### src/rtl/change_dispenser_if.sv
// Change dispenser bus: transaction request, restock load, hopper handshake
// and status/inventory read-back grouped behind master/slave modports.
interface change_dispenser_if #(
  parameter int unsigned INV_W = 4
) ();
  logic             start;
  logic [4:0]       change_amt;
  logic             restock;
  logic [INV_W-1:0] restock_5;
  logic [INV_W-1:0] restock_2;
  logic [INV_W-1:0] restock_1;
  logic             hopper_ack;
  logic             dispense_5;
  logic             dispense_2;
  logic             dispense_1;
  logic             busy;
  logic             done;
  logic             short_err;
  logic             fault;
  logic [4:0]       owed;
  logic [INV_W-1:0] inv_5;
  logic [INV_W-1:0] inv_2;
  logic [INV_W-1:0] inv_1;

  modport master (
    output start, change_amt, restock, restock_5, restock_2, restock_1, hopper_ack,
    input  dispense_5, dispense_2, dispense_1, busy, done, short_err, fault,
           owed, inv_5, inv_2, inv_1
  );

  modport slave (
    input  start, change_amt, restock, restock_5, restock_2, restock_1, hopper_ack,
    output dispense_5, dispense_2, dispense_1, busy, done, short_err, fault,
           owed, inv_5, inv_2, inv_1
  );
endinterface

### src/rtl/change_dispenser.sv
// Greedy coin change dispenser (5/2/1) with per-coin inventory, hopper
// acknowledge handshake and acknowledge timeout.
module change_dispenser #(
  parameter int unsigned INV_W       = 4,
  parameter int unsigned ACK_TIMEOUT = 15
) (
  input logic               clk,
  input logic               rst_n,
  change_dispenser_if.slave bus
);

  localparam int unsigned TW = (ACK_TIMEOUT > 1) ? $clog2(ACK_TIMEOUT + 1) : 1;
  localparam logic [TW-1:0] T_LAST = TW'(ACK_TIMEOUT - 1);

  typedef enum logic [1:0] {IDLE, SELECT, DISPENSE, FINISH} state_t;
  typedef enum logic [1:0] {COIN_NONE, COIN_5, COIN_2, COIN_1} coin_t;

  state_t           state, next_state;
  coin_t            coin, sel_coin;
  logic [TW-1:0]    tcnt;
  logic [4:0]       owed;
  logic [4:0]       coin_val;
  logic [INV_W-1:0] inv_5, inv_2, inv_1;
  logic             short_q, fault_q;
  logic             ack_hit, tmo_hit;

  // Greedy coin choice, handshake decode and next-state logic
  always_comb begin
    sel_coin   = COIN_NONE;
    coin_val   = 5'd0;
    ack_hit    = 1'b0;
    tmo_hit    = 1'b0;
    next_state = state;

    if (owed >= 5'd5 && inv_5 != '0)      sel_coin = COIN_5;
    else if (owed >= 5'd2 && inv_2 != '0) sel_coin = COIN_2;
    else if (owed >= 5'd1 && inv_1 != '0) sel_coin = COIN_1;

    case (coin)
      COIN_5:  coin_val = 5'd5;
      COIN_2:  coin_val = 5'd2;
      COIN_1:  coin_val = 5'd1;
      default: coin_val = 5'd0;
    endcase

    if (state == DISPENSE) begin
      ack_hit = bus.hopper_ack;
      tmo_hit = !bus.hopper_ack && (tcnt == T_LAST);
    end

    case (state)
      IDLE:     if (bus.start) next_state = SELECT;
      SELECT:   next_state = (sel_coin != COIN_NONE) ? DISPENSE : FINISH;
      DISPENSE: begin
        if (ack_hit)      next_state = SELECT;
        else if (tmo_hit) next_state = FINISH;
      end
      FINISH:   next_state = IDLE;
      default:  next_state = IDLE;
    endcase
  end

  // State register
  always_ff @(posedge clk or negedge rst_n) begin
    if (!rst_n) state <= IDLE;
    else        state <= next_state;
  end

  // Datapath: owed, inventory, selected coin, timeout counter, end flags
  always_ff @(posedge clk or negedge rst_n) begin
    if (!rst_n) begin
      owed    <= '0;
      inv_5   <= '0;
      inv_2   <= '0;
      inv_1   <= '0;
      coin    <= COIN_NONE;
      tcnt    <= '0;
      short_q <= 1'b0;
      fault_q <= 1'b0;
    end else begin
      case (state)
        IDLE: begin
          if (bus.restock) begin
            inv_5 <= bus.restock_5;
            inv_2 <= bus.restock_2;
            inv_1 <= bus.restock_1;
          end
          if (bus.start) begin
            owed    <= bus.change_amt;
            short_q <= 1'b0;
            fault_q <= 1'b0;
          end
        end
        SELECT: begin
          coin <= sel_coin;
          tcnt <= '0;
          if (sel_coin == COIN_NONE && owed != 5'd0) short_q <= 1'b1;
        end
        DISPENSE: begin
          if (ack_hit) begin
            owed <= owed - coin_val;
            case (coin)
              COIN_5:  inv_5 <= inv_5 - INV_W'(1);
              COIN_2:  inv_2 <= inv_2 - INV_W'(1);
              COIN_1:  inv_1 <= inv_1 - INV_W'(1);
              default: ;
            endcase
          end else if (tmo_hit) begin
            fault_q <= 1'b1;
          end else begin
            tcnt <= tcnt + TW'(1);
          end
        end
        default: ;
      endcase
    end
  end

  // Outputs decoded from state so reset clears them immediately
  assign bus.dispense_5 = (state == DISPENSE) && (coin == COIN_5);
  assign bus.dispense_2 = (state == DISPENSE) && (coin == COIN_2);
  assign bus.dispense_1 = (state == DISPENSE) && (coin == COIN_1);
  assign bus.busy       = (state != IDLE);
  assign bus.done       = (state == FINISH);
  assign bus.short_err  = (state == FINISH) && short_q;
  assign bus.fault      = (state == FINISH) && fault_q;
  assign bus.owed       = owed;
  assign bus.inv_5      = inv_5;
  assign bus.inv_2      = inv_2;
  assign bus.inv_1      = inv_1;

endmodule

### src/flat_wrapper.sv
// flat-port wrapper written by rule: the top's interface ports become plain ports
module change_dispenser_flat 
#(
  parameter int unsigned INV_W       = 4,
  parameter int unsigned ACK_TIMEOUT = 15
)
  (clk, rst_n, bus_start, bus_change_amt, bus_restock, bus_restock_5, bus_restock_2, bus_restock_1, bus_hopper_ack, bus_dispense_5, bus_dispense_2, bus_dispense_1, bus_busy, bus_done, bus_short_err, bus_fault, bus_owed, bus_inv_5, bus_inv_2, bus_inv_1);
  change_dispenser_if #(.INV_W(INV_W)) bus_i ();
  input logic clk;
  input logic rst_n;
  input wire logic [$bits(bus_i.start)-1:0] bus_start;
  input wire logic [$bits(bus_i.change_amt)-1:0] bus_change_amt;
  input wire logic [$bits(bus_i.restock)-1:0] bus_restock;
  input wire logic [$bits(bus_i.restock_5)-1:0] bus_restock_5;
  input wire logic [$bits(bus_i.restock_2)-1:0] bus_restock_2;
  input wire logic [$bits(bus_i.restock_1)-1:0] bus_restock_1;
  input wire logic [$bits(bus_i.hopper_ack)-1:0] bus_hopper_ack;
  output wire logic [$bits(bus_i.dispense_5)-1:0] bus_dispense_5;
  output wire logic [$bits(bus_i.dispense_2)-1:0] bus_dispense_2;
  output wire logic [$bits(bus_i.dispense_1)-1:0] bus_dispense_1;
  output wire logic [$bits(bus_i.busy)-1:0] bus_busy;
  output wire logic [$bits(bus_i.done)-1:0] bus_done;
  output wire logic [$bits(bus_i.short_err)-1:0] bus_short_err;
  output wire logic [$bits(bus_i.fault)-1:0] bus_fault;
  output wire logic [$bits(bus_i.owed)-1:0] bus_owed;
  output wire logic [$bits(bus_i.inv_5)-1:0] bus_inv_5;
  output wire logic [$bits(bus_i.inv_2)-1:0] bus_inv_2;
  output wire logic [$bits(bus_i.inv_1)-1:0] bus_inv_1;
  assign bus_i.start = bus_start;
  assign bus_i.change_amt = bus_change_amt;
  assign bus_i.restock = bus_restock;
  assign bus_i.restock_5 = bus_restock_5;
  assign bus_i.restock_2 = bus_restock_2;
  assign bus_i.restock_1 = bus_restock_1;
  assign bus_i.hopper_ack = bus_hopper_ack;
  assign bus_dispense_5 = bus_i.dispense_5;
  assign bus_dispense_2 = bus_i.dispense_2;
  assign bus_dispense_1 = bus_i.dispense_1;
  assign bus_busy = bus_i.busy;
  assign bus_done = bus_i.done;
  assign bus_short_err = bus_i.short_err;
  assign bus_fault = bus_i.fault;
  assign bus_owed = bus_i.owed;
  assign bus_inv_5 = bus_i.inv_5;
  assign bus_inv_2 = bus_i.inv_2;
  assign bus_inv_1 = bus_i.inv_1;
  change_dispenser #(.INV_W(INV_W), .ACK_TIMEOUT(ACK_TIMEOUT)) u_core (.clk(clk), .rst_n(rst_n), .bus(bus_i));
endmodule
### config.mk
export PLATFORM = sky130hd
export DESIGN_NAME = change_dispenser_flat
export DESIGN_NICKNAME = d
export VERILOG_FILES = /design/src/rtl/change_dispenser_if.sv /design/src/rtl/change_dispenser.sv /design/src/flat_wrapper.sv
export SDC_FILE = /design/constraint.sdc
export NUM_CORES = 1
export LEC_CHECK = 0
export BUFFER_PORTS_ARGS = -buffer_cell sky130_fd_sc_hd__buf_2
export CORE_MARGIN = 5
export CORE_UTILIZATION = 45
export CTS_CLUSTER_SIZE = 12
export DETAILED_ROUTE_END_ITERATION = 10
export PLACE_DENSITY = 0.7
export SYNTH_ARGS = -nofsm -noshare
export SYNTH_HDL_FRONTEND = slang
export SYNTH_SLANG_ARGS = --single-unit
### constraint.sdc
create_clock -name clk -period 2.2 [get_ports clk]
set_input_delay 0.22 -clock clk [delete_from_list [all_inputs] [get_ports clk]]
set_output_delay 0.22 -clock clk [all_outputs]
set_load 0.03 [all_outputs]
==> results of run 1 <==
-- synth_stat cells, types with 2 or more instances --
| cell | instances |
|---|---|
| xnor2_1 | 2 |
| ha_1 | 8 |
| nor2b_1 | 3 |
| a21oi_4 | 2 |
| nand3_1 | 9 |
| a21oi_1 | 16 |
| or3_1 | 2 |
| dfrtp_1 | 27 |
| o21ai_0 | 17 |
| o211ai_1 | 4 |
| o21a_1 | 3 |
| inv_1 | 10 |
| buf_2 | 6 |
| a22o_1 | 3 |
| buf_4 | 2 |
| and2_1 | 2 |
| mux2i_1 | 3 |
| nand2_1 | 8 |
| nor3b_1 | 4 |
| nor2_1 | 22 |
| and3_1 | 4 |
| nand2b_1 | 10 |
| nor3_1 | 4 |
| a21o_1 | 2 |
-- stage by stage --
step | util | hold WS [ns] | instances | worst slack (ns)
5_1_grt | 0.559 | 0.199 | 289 | 0.128
3_3_place_gp | 0.544 | 0.275 | 284 | 0.409
6_report | 0.559 | 0.184 | 289 | 0.257
3_5_place_dp | 0.544 | 0.275 | 284 | 0.344
2_1_floorplan | - | -0.0756 | 195 | 0.351
4_1_cts | 0.559 | 0.183 | 289 | 0.235
-- critical path, cell delays in order (launching register included) --
cell	delay [ns]
dfrtp_1	0.58
nor2b_1	0.46
and3_1	0.22
buf_2	0.19
-- power breakdown --
part	internal, mW	leakage, nW	total (mW)	switching [mW]
sequential	0.702	0.329	0.974	0.272
clock	0.127	0.0255	0.288	0.161
combinational	0.702	0.617	1.82	1.12
total	1.53	0.972	3.08	1.55
-- cells by family (layout without fill, tap and decap cells) --
family                     after synthesis  count (layout)  share of synthesized area
AOI/OAI and AO/OA                       56              56                      0.208
xor gates and xnor gates                 3               3                     0.0150
adders and majority gates                9               9                     0.0688
buffers and inverters                   19              65                     0.0494
DFF                                     27              27                      0.387
muxes                                    4               4                     0.0236
and+or+nand+nor                         77              77                      0.249
-- flip-flops by register name (all words and copies together) (netlist names) --
signal,count
u_core.bus.inv_5,4
u_core.tcnt,4
u_core.fault_q,1
u_core.coin,2
u_core.bus.inv_1,4
u_core.bus.inv_2,4
u_core.state,2
u_core.bus.owed,5
u_core.short_q,1
-- layer usage --
| metal | part of all wire | vias up | routed length, um | global-route usage |
|---|---|---|---|---|
| li1 | - | 783 | - | - |
| met1 | 0.50 | 715 | 1940 | 0.225 |
| met2 | 0.45 | 25 | 1740 | 0.233 |
| met3 | 0.037 | 5 | 142 | 0.0249 |
| met4 | 0.011 | 0 | 44 | 0.0480 |
| met5 | 0 | - | 0 | 0 |
-- how the worst max path moves through the flow --
stage / start / end / slack [ns] / depth (start not counted)
after global routing: u_core.state[1]$_DFFE_PN0P_ / bus_dispense_1 / 0.13 / 3
final: u_core.state[1]$_DFFE_PN0P_ / bus_dispense_1 / 0.26 / 3
after detailed placement: u_core.coin[0]$_DFFE_PN0P_ / u_core.bus.owed[4]$_DFFE_PN0P_ / 0.34 / 6
after global placement: u_core.coin[0]$_DFFE_PN0P_ / u_core.bus.owed[4]$_DFFE_PN0P_ / 0.41 / 6
after floorplan: u_core.bus.owed[0]$_DFFE_PN0P_ / u_core.bus.owed[4]$_DFFE_PN0P_ / 0.35 / 8
after CTS: u_core.state[1]$_DFFE_PN0P_ / bus_dispense_1 / 0.23 / 3
-- cell usage in the layout, fill, tap and decap left out, types with 2 or more instances in the layout --
cell type / count
o21a_1: 3
and2_1: 2
a21oi_1: 16
o21ai_0: 17
dfrtp_1: 27
a22o_1: 3
o211ai_1: 4
nor2_1: 22
nand2_1: 8
or3_1: 2
ha_1: 8
clkbuf_8: 3
nand3_1: 9
a21o_1: 2
inv_1: 10
mux2i_1: 3
nor3b_1: 4
nor2b_1: 3
a21oi_4: 2
buf_2: 45
nor3_1: 4
and3_1: 4
nand2b_1: 10
xnor2_1: 2
buf_4: 5
-- area by class of cell --
type / count / share of cell area
repair buffers: 51 / 0.131
well taps: 48 / 0.0289
clock buffers: 3 / 0.0199
inverters: 10 / 0.0181
multi-input cells: 149 / 0.474
flip-flops and latches: 27 / 0.325
clock inverters: 1 / 0.00241
==> impl_metrics.toml, run 1 <==
[status]
status = "complete, no violations"

[drt]
drt-initial-drc-count = 57
ant_nets = 0
dr.pass1.iters = 4
wl_per_cell_um = 13.4
drc = 0
wl_mm = 3.87
vias = 1528
drt-vias-per-instance = 5.29

[min_path]
worstHoldStart = "bus_restock_5[0]"
hold_end = "u_core.bus.inv_5[0]$_DFFE_PN0P_"
min_path_cells = 3
hold_path.class = "primary input to flop"

[cells_and_area]
regArea_um2 = 676
n_antenna_cell = 0
multiInputGateArea_um2 = 985
fill_cells = 389
drive_gt1_frac = 0.270
final_nets = 273
syn_to_final_growth_pct = 18.9
final_area_um2 = 2080

[sta]
setup_viol = 0
post-route-period-util = 0.883
clock_skew_ns = 0.00384
final-hold-violation-count = 0
timing.final.crit_period_ns = 1.94
fmax_mhz = 515
rsz0062_at_grt = "false"
report.final.slew_viol_count = 0
relSlewSlack = 0.583
tightest_slew_ns = 0.626
tns_ns = 0

[clock_network]
cts_tree = "yes"
post_cts_resized = 0
cts_hold_buf = 1
clk_path_buf_depth = 2
post_cts_buffers = 0
cts_root_buf = "clkbuf_8"
insertion_delay_ns = 0.28
cts-buffers-inserted = 3
clkTransAtPathRegs_ns = 0.10
cts_sinks = 27
cts_max_level = 1

[pwr]
p_per_area_nw_per_um2 = 1480
total_power_mw = 3.08
irDropWorstVdd_mv = 0.692
power.leakage_nw = 0.972

[setup_path]
cp_data_required_time_ns = 1.98
cp.arrival_ns = 1.72
rr_startpoint = "u_core.coin[0]$_DFFE_PN0P_"
start_kind = "flop"
r2r_slack_ns = 0.34
worst_setup_path_end_kind = "output pin"
worstPathMaxFanout = 12
critPathKind = "flop to output pin"
reg2reg_depth = 7
rr_endpoint = "u_core.bus.owed[4]$_DFFE_PN0P_"

[synth]
avgSynthCellArea_um2 = 8.96
netlist_area_um2 = 1750
netlist.area_leader.share = 0.387
synth-edff-count = 0
synth_nets = 226
synthFlopType = "dfrtp_1"
ys_types = 46
async_flop_share = 1.00
yosysWarnings = 0
synth_seq_cells = 27
synthCells = 195
netlist_top_cells_area = "dfrtp_1, ha_1, o21ai_0, nor2_1, a21oi_1"
synth_area_leader_cell = "dfrtp_1"
synth-seq-area-share = 0.387

[floorplan]
core-area_um2 = 3720
die_area_um2 = 5230
start_util = 0.470
pin_count = 46
rows = 22
die_width_um = 72.3
die_y_um = 72.3

[global_route]
grt_first_pass_wirelength_mm = 6.53
grt_pass1_vias = 1405
antenna_found_initial = 0
grt_max_degree = 28
grt.total_usage = 0.154
grt.overflow.total = 0

[placed_design]
numPortBuffers = 45
place_congestion = 0.829
hpwl_mm = 2.90
placed_area_um2 = 2020

[job]
maxCapViolCount = 0
(Power assumes the default switching activity.)
==> run 2, diff against run 1 <==
- RECOVER_POWER: unset -> 50
==> impl_metrics.toml, run 2 (synthesis results as in run 1) <==
[cells_and_area]
regMostFlops = "u_core.bus.owed"
n_antenna_cell = 0
final_nets = 273
final_cell_mix = "buf_2, dfrtp_1, nor2_1, o21ai_0, a21oi_1"
drive_gt1_frac = 0.216
syn_to_final_growth_pct = 18.0
layout_commonest_cell = "buf_2"
largest_reg_flops = 5

[global_route]
grt.overflow.total = 0
grt_first_pass_wirelength_mm = 6.53
grt.total_usage = 0.154
grt_max_degree = 28
grt_pass1_vias = 1405
antenna_found_initial = 0

[floorplan]
rows = 22
start_util = 0.470
pin_count = 46
die_y_um = 72.3
die_area_um2 = 5230
core-area_um2 = 3720
die_width_um = 72.3

[min_path]
worstHoldStart = "bus_restock_5[0]"
min_path_cells = 3
hold_path.class = "primary input to flop"

[setup_path]
critPathKind = "flop to output pin"
crit_start = "u_core.state[1]$_DFFE_PN0P_"
cp_num_cells = 3
path_delay_family = "simple AND/OR/NAND/NOR gates"
worstPathMaxFanout = 12
start_kind = "flop"
cp_cell_sequence = "nor2b_1 -> and3_1 -> buf_2"
cp.arrival_ns = 1.72
worst_setup_path_end_kind = "output pin"
reg2reg_depth = 7
cp.buffers_inverters = 1
rr_startpoint = "u_core.coin[0]$_DFFE_PN0P_"
cp_slowest_cell = "dfrtp_1"
cp_data_required_time_ns = 1.98
cpPeakStageDelay_ns = 0.58

[drt]
dr.pass1.iters = 4
wl_mm = 3.85
drt-initial-drc-count = 64
wl_per_cell_um = 13.3
vias = 1530
drt-vias-per-instance = 5.29
ant_nets = 0
drc = 0

[clock_network]
clkTransAtPathRegs_ns = 0.10
cts_tree = "yes"
clk_path_buf_depth = 2
cts_hold_buf = 1
post_cts_buffers = 0
cts_max_level = 1
cts-buffers-inserted = 3
cts_sinks = 27
post_cts_resized = 0
cts_root_buf = "clkbuf_8"
insertion_delay_ns = 0.28

[sta]
clock_skew_ns = 0.00436
tns_ns = 0
setup_viol = 0
relSlewSlack = 0.000841
tightest_slew_ns = 1.50
fmax_mhz = 515
rsz0062_at_grt = "false"
timing.final.crit_period_ns = 1.94
timing.final.ws_setup_ns = 0.257
final-hold-violation-count = 0
post-route-period-util = 0.883
report.final.slew_viol_count = 0

[placed_design]
hpwl_mm = 2.90
dp_slack_ns = 0.344
place_congestion = 0.829
numPortBuffers = 45

[status]
status = "complete, but fails checks"
violations = "capacitance limit"

[pwr]
p_seq_frac = 0.320
swShare = 0.508
intPower_mw = 1.50
power_frac_clock = 0.094
power.leakage_nw = 0.935
power_switching_mw = 1.55
p_per_area_nw_per_um2 = 1480
p_comb_frac = 0.586
irDropWorstVdd_mv = 0.668

[job]
maxCapViolCount = 1
run 2: layout make-up:
cell class | instances | area (um^2)
clock buffer | 3 | 41.3
sequential | 27 | 676
tap | 48 | 60.1
clock inverter | 1 | 5.00
multi-input combinational | 149 | 985
fill | 396 | 1660
timing repair buffer | 51 | 256
inverter | 10 | 37.5
run 2: power by group through the flow:
| stage | clock [mW] | sequential [mW] | combinational [mW] |
|---|---|---|---|
| global placement | 0 | 0.977 | 1.81 |
| floorplan | 0 | 1.23 | 1.11 |
| detailed placement | 0 | 0.978 | 1.83 |
| CTS | 0.298 | 0.972 | 1.84 |
| finish | 0.288 | 0.977 | 1.79 |
| global route | 0.315 | 1.02 | 1.99 |
run 2: worst paths after layout:
path | endpoint | slack [ns]
hold reg to reg | u_core.bus.inv_1[0]$_DFFE_PN0P_ | 0.54
setup / recovery | bus_dispense_1 | 0.26
max in group asynchronous | u_core.bus.inv_1[2]$_DFFE_PN0P_ | 0.50
setup reg to reg | u_core.bus.owed[4]$_DFFE_PN0P_ | 0.34
min in group asynchronous | u_core.tcnt[2]$_DFFE_PN0P_ | 0.82
hold / removal | u_core.bus.inv_5[0]$_DFFE_PN0P_ | 0.18
run 2: layer usage:
| layer | GRT usage | share of wire | wire [um] |
|---|---|---|---|
| met3 | 0.0249 | 0.038 | 146 |
| met4 | 0.0480 | 0.011 | 44 |
| met5 | 0 | 0 | 0 |
| met1 | 0.225 | 0.50 | 1910 |
| met2 | 0.233 | 0.45 | 1750 |
run 2: tightest hold or removal path, cell delays in order:
cell and delay [ns]:
buf_2 0.07, nand3_1 0.05, o211ai_1 0.08
run 2: through the flow:
stage	instances	instance area [um^2]	hold WS [ns]	total power, mW	utilization
after floorplan	195	1750	-0.0756	2.34	-
after global placement	284	2020	0.275	2.79	0.544
after detailed placement	284	2020	0.275	2.81	0.544
after CTS	289	2080	0.183	3.11	0.559
after global routing	289	2060	0.199	3.33	0.555
final	289	2060	0.185	3.05	0.555
==> run 3, diff against run 2 <==
- clock period: 2.2 -> 2.1 ns (I/O delays scaled with it)
==> impl_metrics.toml, run 3 (synthesis results as in run 1) <==
[setup_path]
start_kind = "flop"
critPathKind = "flop to flop"
worstPathMaxFanout = 8
cp_data_required_time_ns = 2.31
worst_setup_path_end_kind = "flop"
cp.arrival_ns = 2.07

[cells_and_area]
drive_gt1_frac = 0.219
finalCoreUtilization = 0.557
final_nets = 274
layout_commonest_cell = "buf_2"
final_cell_mix = "buf_2, dfrtp_1, nor2_1, o21ai_0, a21oi_1"
regMostFlops = "u_core.bus.owed"
final_area_um2 = 2070
largest_reg_flops = 5
syn_to_final_growth_pct = 18.4
n_antenna_cell = 0

[drt]
drc = 0
ant_nets = 0
dr.pass1.iters = 4
vias = 1535
wl_per_cell_um = 13.3
wl_mm = 3.87
drt-initial-drc-count = 52
drt-vias-per-instance = 5.29

[floorplan]
core-area_um2 = 3720
die_y_um = 72.3
die_width_um = 72.3
start_util = 0.470
pin_count = 46
die_area_um2 = 5230
rows = 22

[pwr]
swShare = 0.506
p_seq_frac = 0.321
p_per_area_nw_per_um2 = 1550
irDropWorstVdd_mv = 0.791
intPower_mw = 1.58
power_frac_clock = 0.096
power.leakage_nw = 0.940
power_switching_mw = 1.62
p_comb_frac = 0.584

[clock_network]
cts_sinks = 27
cts_root_buf = "clkbuf_8"
cts_tree = "yes"
clkTransAtPathRegs_ns = 0.10
post_cts_resized = 0
cts_max_level = 1
clk_path_buf_depth = 2
insertion_delay_ns = 0.28
cts-buffers-inserted = 3

[placed_design]
dp_slack_ns = 0.235
numPortBuffers = 45
placed_area_um2 = 2030
place_congestion = 0.847
hpwl_mm = 2.95

[sta]
setup_viol = 0
tns_ns = 0
rsz0062_at_grt = "false"
fmax_mhz = 537
tightest_slew_ns = 0.672
timing.final.ws_setup_ns = 0.236
relSlewSlack = 0.552
timing.final.crit_period_ns = 1.86
final-hold-violation-count = 0
post-route-period-util = 0.887
clock_skew_ns = 0.00416
report.final.slew_viol_count = 0

[global_route]
grt_max_degree = 28
grt.total_usage = 0.156
grt_pass1_vias = 1467
grt_first_pass_wirelength_mm = 6.60
grt.overflow.total = 0
antenna_found_initial = 0

[min_path]
hold_path.class = "primary input to flop"

[job]
maxCapViolCount = 0

[status]
status = "complete, no violations"
==> run 3: changes by cell type in the layout (fill, tap and decap cells not counted), sizes merged <==
cell	before	now
buf	37	38
clkbuf	16	17
clkinv	1	0
==> run 3: timing repair <==
action / in CTS / in global routing
endpoints found under the setup margin: 0 / 0
endpoints found under the hold margin: 27 / 0
buffers inserted: 0 / 0
hold buffers: 1 / 0
==> run 3: worst paths after layout <==
| path | startpoint | end | slack (ns) | cells after the start |
|---|---|---|---|---|
| min in group asynchronous | rst_n | u_core.tcnt[2]$_DFFE_PN0P_ | 0.49 | 2 |
| max in group asynchronous | rst_n | u_core.bus.inv_5[1]$_DFFE_PN0P_ | 1.17 | 2 |
| worst min-delay path | bus_change_amt[1] | u_core.bus.owed[1]$_DFFE_PN0P_ | 0.18 | 3 |
| worst max register to register | u_core.coin[0]$_DFFE_PN0P_ | u_core.bus.owed[4]$_DFFE_PN0P_ | 0.24 | 6 |
| worst max-delay path | u_core.coin[0]$_DFFE_PN0P_ | u_core.bus.owed[4]$_DFFE_PN0P_ | 0.24 | 6 |
| worst min register to register | u_core.bus.inv_1[0]$_DFFE_PN0P_ | u_core.bus.inv_1[0]$_DFFE_PN0P_ | 0.52 | 1 |
==> run 3: final cells by class <==
cell class	instances	area (um^2)
multi-input combinational	149	985
clock buffer	4	45.0
sequential	27	676
tap	48	60.1
timing repair buffer	52	265
fill	390	1650
inverter	10	37.5
==> run 3: per-stage QoR <==
stage          total power, mW  cells  hold WS (ns)
2_1_floorplan             2.45    195       -0.0856
3_3_place_gp              2.94    285         0.270
3_5_place_dp              2.96    285         0.265
4_1_cts                   3.27    290         0.171
5_1_grt                   3.51    290         0.176
6_report                  3.21    290         0.175
==> run 3: critical path: stages (launching register included) <==
cell and delay, ns:
dfrtp_1 0.48, nand2b_1 0.24, fa_1 0.45, a211oi_1 0.30
nand2b_1 0.15, a21oi_1 0.07, a21oi_1 0.11
==> run 3: power by group through the flow <==
stage / Clock, mW / Sequential, mW / Combinational, mW
finish: 0.306 / 1.03 / 1.87
global route: 0.338 / 1.08 / 2.09
CTS: 0.317 / 1.03 / 1.93
detailed placement: 0 / 1.04 / 1.92
global placement: 0 / 1.03 / 1.91
floorplan: 0 / 1.29 / 1.16
==> run 3: per-layer routing <==
layer	global-route usage	routed length (um)	up-vias
li1	-	-	782
met1	0.217	1800	715
met2	0.248	1850	34
met3	0.0374	192	4
met4	0.0313	24	0
met5	0	0	-
